### src/rtl/neuron_mac.sv
// Streaming multiply-accumulate for one neuron pre-activation: z = bias + sum(x[i]*w[i]).
// Q8.24 signed operands, guarded accumulator, saturated registered output with a valid pulse.
//
// state | meaning
// IDLE  | waiting for start; clears out_valid after an emitted result
// ACCUM | accepting N_IN x/w pairs into the accumulator
// EMIT  | saturating the sum onto y and pulsing out_valid
module neuron_mac #(
   parameter int WIDTH = 32,
   parameter int FL    = 24,
   parameter int N_IN  = 4,
   parameter int GUARD = 8
) (
   input  logic                    clk,
   input  logic                    rst,
   input  logic                    en,
   input  logic                    start,
   input  logic signed [WIDTH-1:0] bias,
   input  logic                    in_valid,
   input  logic signed [WIDTH-1:0] x_in,
   input  logic signed [WIDTH-1:0] w_in,
   output logic                    busy,
   output logic        [WIDTH-1:0] y,
   output logic                    out_valid
);

   localparam int AW = WIDTH + GUARD;
   localparam int PW = 2 * WIDTH;
   localparam int CW = $clog2(N_IN) + 1;
   localparam logic [CW-1:0] CNT_LAST = CW'(N_IN - 1);
   localparam logic signed [AW-1:0] ACC_MAX = {{(GUARD + 1){1'b0}}, {(WIDTH - 1){1'b1}}};
   localparam logic signed [AW-1:0] ACC_MIN = {{(GUARD + 1){1'b1}}, {(WIDTH - 1){1'b0}}};

   typedef enum logic [1:0] {
      IDLE,
      ACCUM,
      EMIT
   } state_t;

   state_t                  state;
   state_t                  state_nxt;
   logic signed [AW-1:0]    acc;
   logic        [CW-1:0]    cnt;
   logic signed [PW-1:0]    prod_full;
   logic signed [WIDTH-1:0] prod;
   logic        [WIDTH-1:0] sat_val;
   logic                    unused_prod;

   // Floor toward -inf: just drop the low FL bits of the full product.
   assign prod_full   = PW'(x_in) * PW'(w_in);
   assign prod        = prod_full[FL+WIDTH-1:FL];
   assign unused_prod = ^{prod_full[PW-1:FL+WIDTH], prod_full[FL-1:0]};

   assign busy = (state != IDLE);

   always_comb begin
      sat_val = acc[WIDTH-1:0];
      if (acc > ACC_MAX) begin
         sat_val = {1'b0, {(WIDTH - 1){1'b1}}};
      end else if (acc < ACC_MIN) begin
         sat_val = {1'b1, {(WIDTH - 1){1'b0}}};
      end
   end

   always_ff @(posedge clk) begin
      if (rst) begin
         state <= IDLE;
      end else if (en) begin
         state <= state_nxt;
      end
   end

   always_comb begin
      state_nxt = state;
      case (state)
         IDLE:    if (start) state_nxt = ACCUM;
         ACCUM:   if (in_valid && (cnt == CNT_LAST)) state_nxt = EMIT;
         EMIT:    state_nxt = IDLE;
         default: state_nxt = IDLE;
      endcase
   end

   always_ff @(posedge clk) begin
      if (rst) begin
         acc       <= '0;
         cnt       <= '0;
         y         <= '0;
         out_valid <= 1'b0;
      end else if (en) begin
         case (state)
            IDLE: begin
               out_valid <= 1'b0;
               if (start) begin
                  acc <= AW'(bias);
                  cnt <= '0;
               end
            end
            ACCUM: begin
               if (in_valid) begin
                  acc <= acc + AW'(prod);
                  // wrap to zero on the last pair so cnt stays within 0..N_IN-1
                  cnt <= (cnt == CNT_LAST) ? '0 : cnt + CW'(1);
               end
            end
            EMIT: begin
               y         <= sat_val;
               out_valid <= 1'b1;
            end
            default: out_valid <= 1'b0;
         endcase
      end
   end

endmodule

### config.mk
export PLATFORM = sky130hd
export DESIGN_NAME = neuron_mac
export DESIGN_NICKNAME = d
export VERILOG_FILES = /design/src/rtl/neuron_mac.sv
export SDC_FILE = /design/constraint.sdc
export NUM_CORES = 2
export LEC_CHECK = 0
export ABC_AREA = 1
export BUFFER_PORTS_ARGS = -buffer_cell sky130_fd_sc_hd__buf_2
export CAP_MARGIN = 20
export CORE_MARGIN = 10
export CORE_UTILIZATION = 55
export DETAILED_ROUTE_END_ITERATION = 16
export PLACE_DENSITY = 0.71
export SYNTH_ARGS = -nofsm -noshare
export SYNTH_HDL_FRONTEND = slang
export SYNTH_SLANG_ARGS = --single-unit
### constraint.sdc
create_clock -name clk -period 21.4 [get_ports clk]
set_clock_uncertainty 0.15 [all_clocks]
set_input_delay 2.14 -clock clk [delete_from_list [all_inputs] [get_ports clk]]
set_output_delay 2.14 -clock clk [all_outputs]
set_load 0.05 [all_outputs]
==> flow_metrics.env <==
export IMPL_avgSynthCellArea_um2=7.75
export IMPL_postRouteAntennaNets=0
export IMPL_via_per_inst=5.26
export IMPL_critPathSlowestCell="fa_1"
export IMPL_die_h_um=290
export IMPL_cts_buffers=9
export IMPL_cpMostUsedCell="fa_1"
export IMPL_setup_tns_ns=0
export IMPL_hold_viol=0
export IMPL_cp_required_ns=21.47
export IMPL_cts_resized=0
export IMPL_timing_rr_start="acc[0]$_SDFFE_PP0P_"
export IMPL_dp_final_hpwl_mm=89.0
export IMPL_holdPathStages=2
export IMPL_regToRegEndpoint="acc[20]$_SDFFE_PP0P_"
export IMPL_initial_core_util_pct=55.7
export IMPL_ys_seq_elements=78
export IMPL_gr_total_overflow=0
export IMPL_drtPass1Iterations=5
export IMPL_ys_flop_type="dfxtp_1"
export IMPL_drv_slew=0
export IMPL_grt_pass1_vias=34100
export IMPL_cp_arrival_ns=11.33
export IMPL_drc=0
export IMPL_pin_count=135
export IMPL_drt_iter0_drc=2356
export IMPL_drive_above_1_share_pct=4.96
export IMPL_fmax_mhz=88.8
export IMPL_portBuffers=134
export IMPL_coreArea_um2=71900
export IMPL_crit_path_end_kind="flip-flop"
export IMPL_ys_seq_area_share_pct=3.90
export IMPL_hp_class="reg -> reg"
export IMPL_fp_row_count=98
export IMPL_final_nets=6396
export IMPL_cts_root_buf="clkbuf_16"
export IMPL_path_class="in -> reg"
export IMPL_whs_endpoint="cnt[2]$_SDFFE_PP0P_"
export IMPL_globalplace_congestion=0.957
export IMPL_cp_top_family="adder cells"
export IMPL_via_count=31900
export IMPL_die_w_um=290
export IMPL_ctsHoldBuffers=0
export IMPL_cap_violations=0
export IMPL_clk_path_buf_depth=2
export IMPL_cts_max_level=3
export IMPL_maxSlewHeadroom_pct=32.1
export IMPL_min_period_over_period_pct=52.6
export IMPL_path_buf_inv=8
export IMPL_synth_cell_types=57
export IMPL_final_cell_mix="inv_1 (1477), nand2_1 (1336), fa_1 (983)"
export IMPL_clkSlewWorstSetupHoldPaths_ns=0.07
export IMPL_min_delay_start="cnt[2]$_SDFFE_PP0P_"
export IMPL_max_stage_delay_ns=0.74
export IMPL_cp_max_fo=32
export IMPL_antenna_found_initial=11
export IMPL_grt_usage_pct=26.5
export IMPL_grt_first_pass_wirelength_mm=177
export IMPL_ys_warnings_count=0
export IMPL_grt_max_degree=53
export IMPL_cts_setup_buffers=0
export IMPL_synth_nets=6464
export IMPL_clock_sinks=78
export IMPL_status="completed"
export IMPL_area_growth_pct=3.48
export IMPL_rsz0062_at_grt="no"
export IMPL_clkLatencyLatePin_ns=0.36
export IMPL_setup_violations=0
export IMPL_finalWirelength_mm=107
export IMPL_ff2ff_path_depth=12
export IMPL_synth_edff_count=0
export IMPL_reg2reg_setup_slack_ns=18.57
export IMPL_finalCriticalPeriod_ns=11.26
export IMPL_cts_tree="done"
export IMPL_wire_per_inst_um=17.6
export IMPL_final_common_cell="inv_1"
export IMPL_syn_cell_area_um2=40000
export IMPL_synthArstFlopShare_pct=0
export IMPL_startpoint_type="primary input"
export IMPL_syn_inst=5167
export IMPL_die_area_um2=84000
export IMPL_tightest_slew_ns=1.02
[synth_stat cells (9+ instances only)]
| library cell | number | area, µm² |
|---|---|---|
| a21o_1 | 10 | 75.1 |
| a21oi_1 | 189 | 946 |
| a31oi_1 | 22 | 138 |
| buf_2 | 16 | 80.1 |
| clkbuf_1 | 199 | 747 |
| dfxtp_1 | 78 | 1560 |
| fa_1 | 983 | 19700 |
| ha_1 | 213 | 2670 |
| inv_1 | 1477 | 5540 |
| nand2_1 | 1336 | 5010 |
| nand2_2 | 14 | 87.6 |
| nand3_1 | 70 | 350 |
| nand4_1 | 16 | 100 |
| nor2_1 | 205 | 769 |
| nor3_1 | 13 | 65.1 |
| o21ai_0 | 137 | 686 |
| o21ai_1 | 13 | 65.1 |
| o21ai_2 | 9 | 78.8 |
| o21bai_1 | 14 | 105 |
| or2_2 | 13 | 81.3 |
| xnor2_1 | 17 | 149 |
| xor2_1 | 32 | 280 |
[worst register-to-register path, stage by stage, from the launching register on]
cell and delay [ns]:
dfxtp_1 0.33, ha_1 0.28, fa_1 0.51, nand3_1 0.11, nand2_1 0.15, nand2_1 0.13, nand2_2 0.10, nand2_2 0.10
nand2_4 0.10, a21oi_4 0.25, xor2_1 0.32, o21ai_1 0.10, a21oi_1 0.12
[how the worst max path moves through the flow]
stage / startpoint / endpoint / depth (start not counted) / slack [ns]
after floorplan: x_in[31] / acc[34]$_SDFFE_PP0P_ / 36 / 11.03
after global placement: w_in[5] / acc[30]$_SDFFE_PP0P_ / 34 / 9.85
after detailed placement: w_in[5] / acc[30]$_SDFFE_PP0P_ / 32 / 9.82
after CTS: w_in[5] / acc[30]$_SDFFE_PP0P_ / 32 / 10.16
after global routing: w_in[5] / acc[39]$_SDFFE_PP0P_ / 37 / 9.45
final: w_in[5] / acc[33]$_SDFFE_PP0P_ / 35 / 10.14
[registers in the layout, indices dropped and copies added, names as in the netlist]
| register | flops |
|---|---|
| cnt | 3 |
| state | 2 |
| out_valid | 1 |
| acc | 40 |
| y | 32 |
[cell type report]
cell class / count / area (µm²)
well taps: 950 / 1190
fillers: 6679 / 30400
inverters: 1485 / 5570
clock inverters: 5 / 41.3
repair buffers: 148 / 776
diodes: 8 / 20.0
multi-input cells: 3377 / 32000
flip-flops and latches: 78 / 1560
clock buffers: 11 / 243
[through the flow]
stage | cells | cell area, µm² | hold WS, ns | util [%] | setup WS [ns]
after global placement | 6038 | 41100 | 0.290 | 57.2 | 9.85
after global routing | 6060 | 41400 | 0.339 | 57.6 | 9.45
final | 6062 | 41400 | 0.305 | 57.6 | 10.14
after floorplan | 5167 | 40000 | 0.282 | - | 11.03
after CTS | 6054 | 41400 | 0.307 | 57.6 | 10.16
after detailed placement | 6038 | 41100 | 0.297 | 57.2 | 9.82
[routing by layer]
layer,track usage (%),vias up,wire (µm),part of all wire (%)
li1,-,14600,-,-
met5,0,-,66,0.062
met4,8.18,10,3170,3.0
met3,3.83,208,7150,6.7
met2,45.0,1074,52800,49
met1,34.7,16000,43600,41
[cells by family after synthesis]
kind of cell / share of synthesized area [%]
AOI/OAI and AO/OA: 6.07
xor gates and xnor gates: 1.07
adders and majority gates: 55.8
buffers and inverters: 16.1
DFF: 3.90
and+or+nand+nor: 17.0
Power is left out: the tool's default activity adds up to more than one toggle a clock period on the data nets, which glitch-free logic cannot reach.
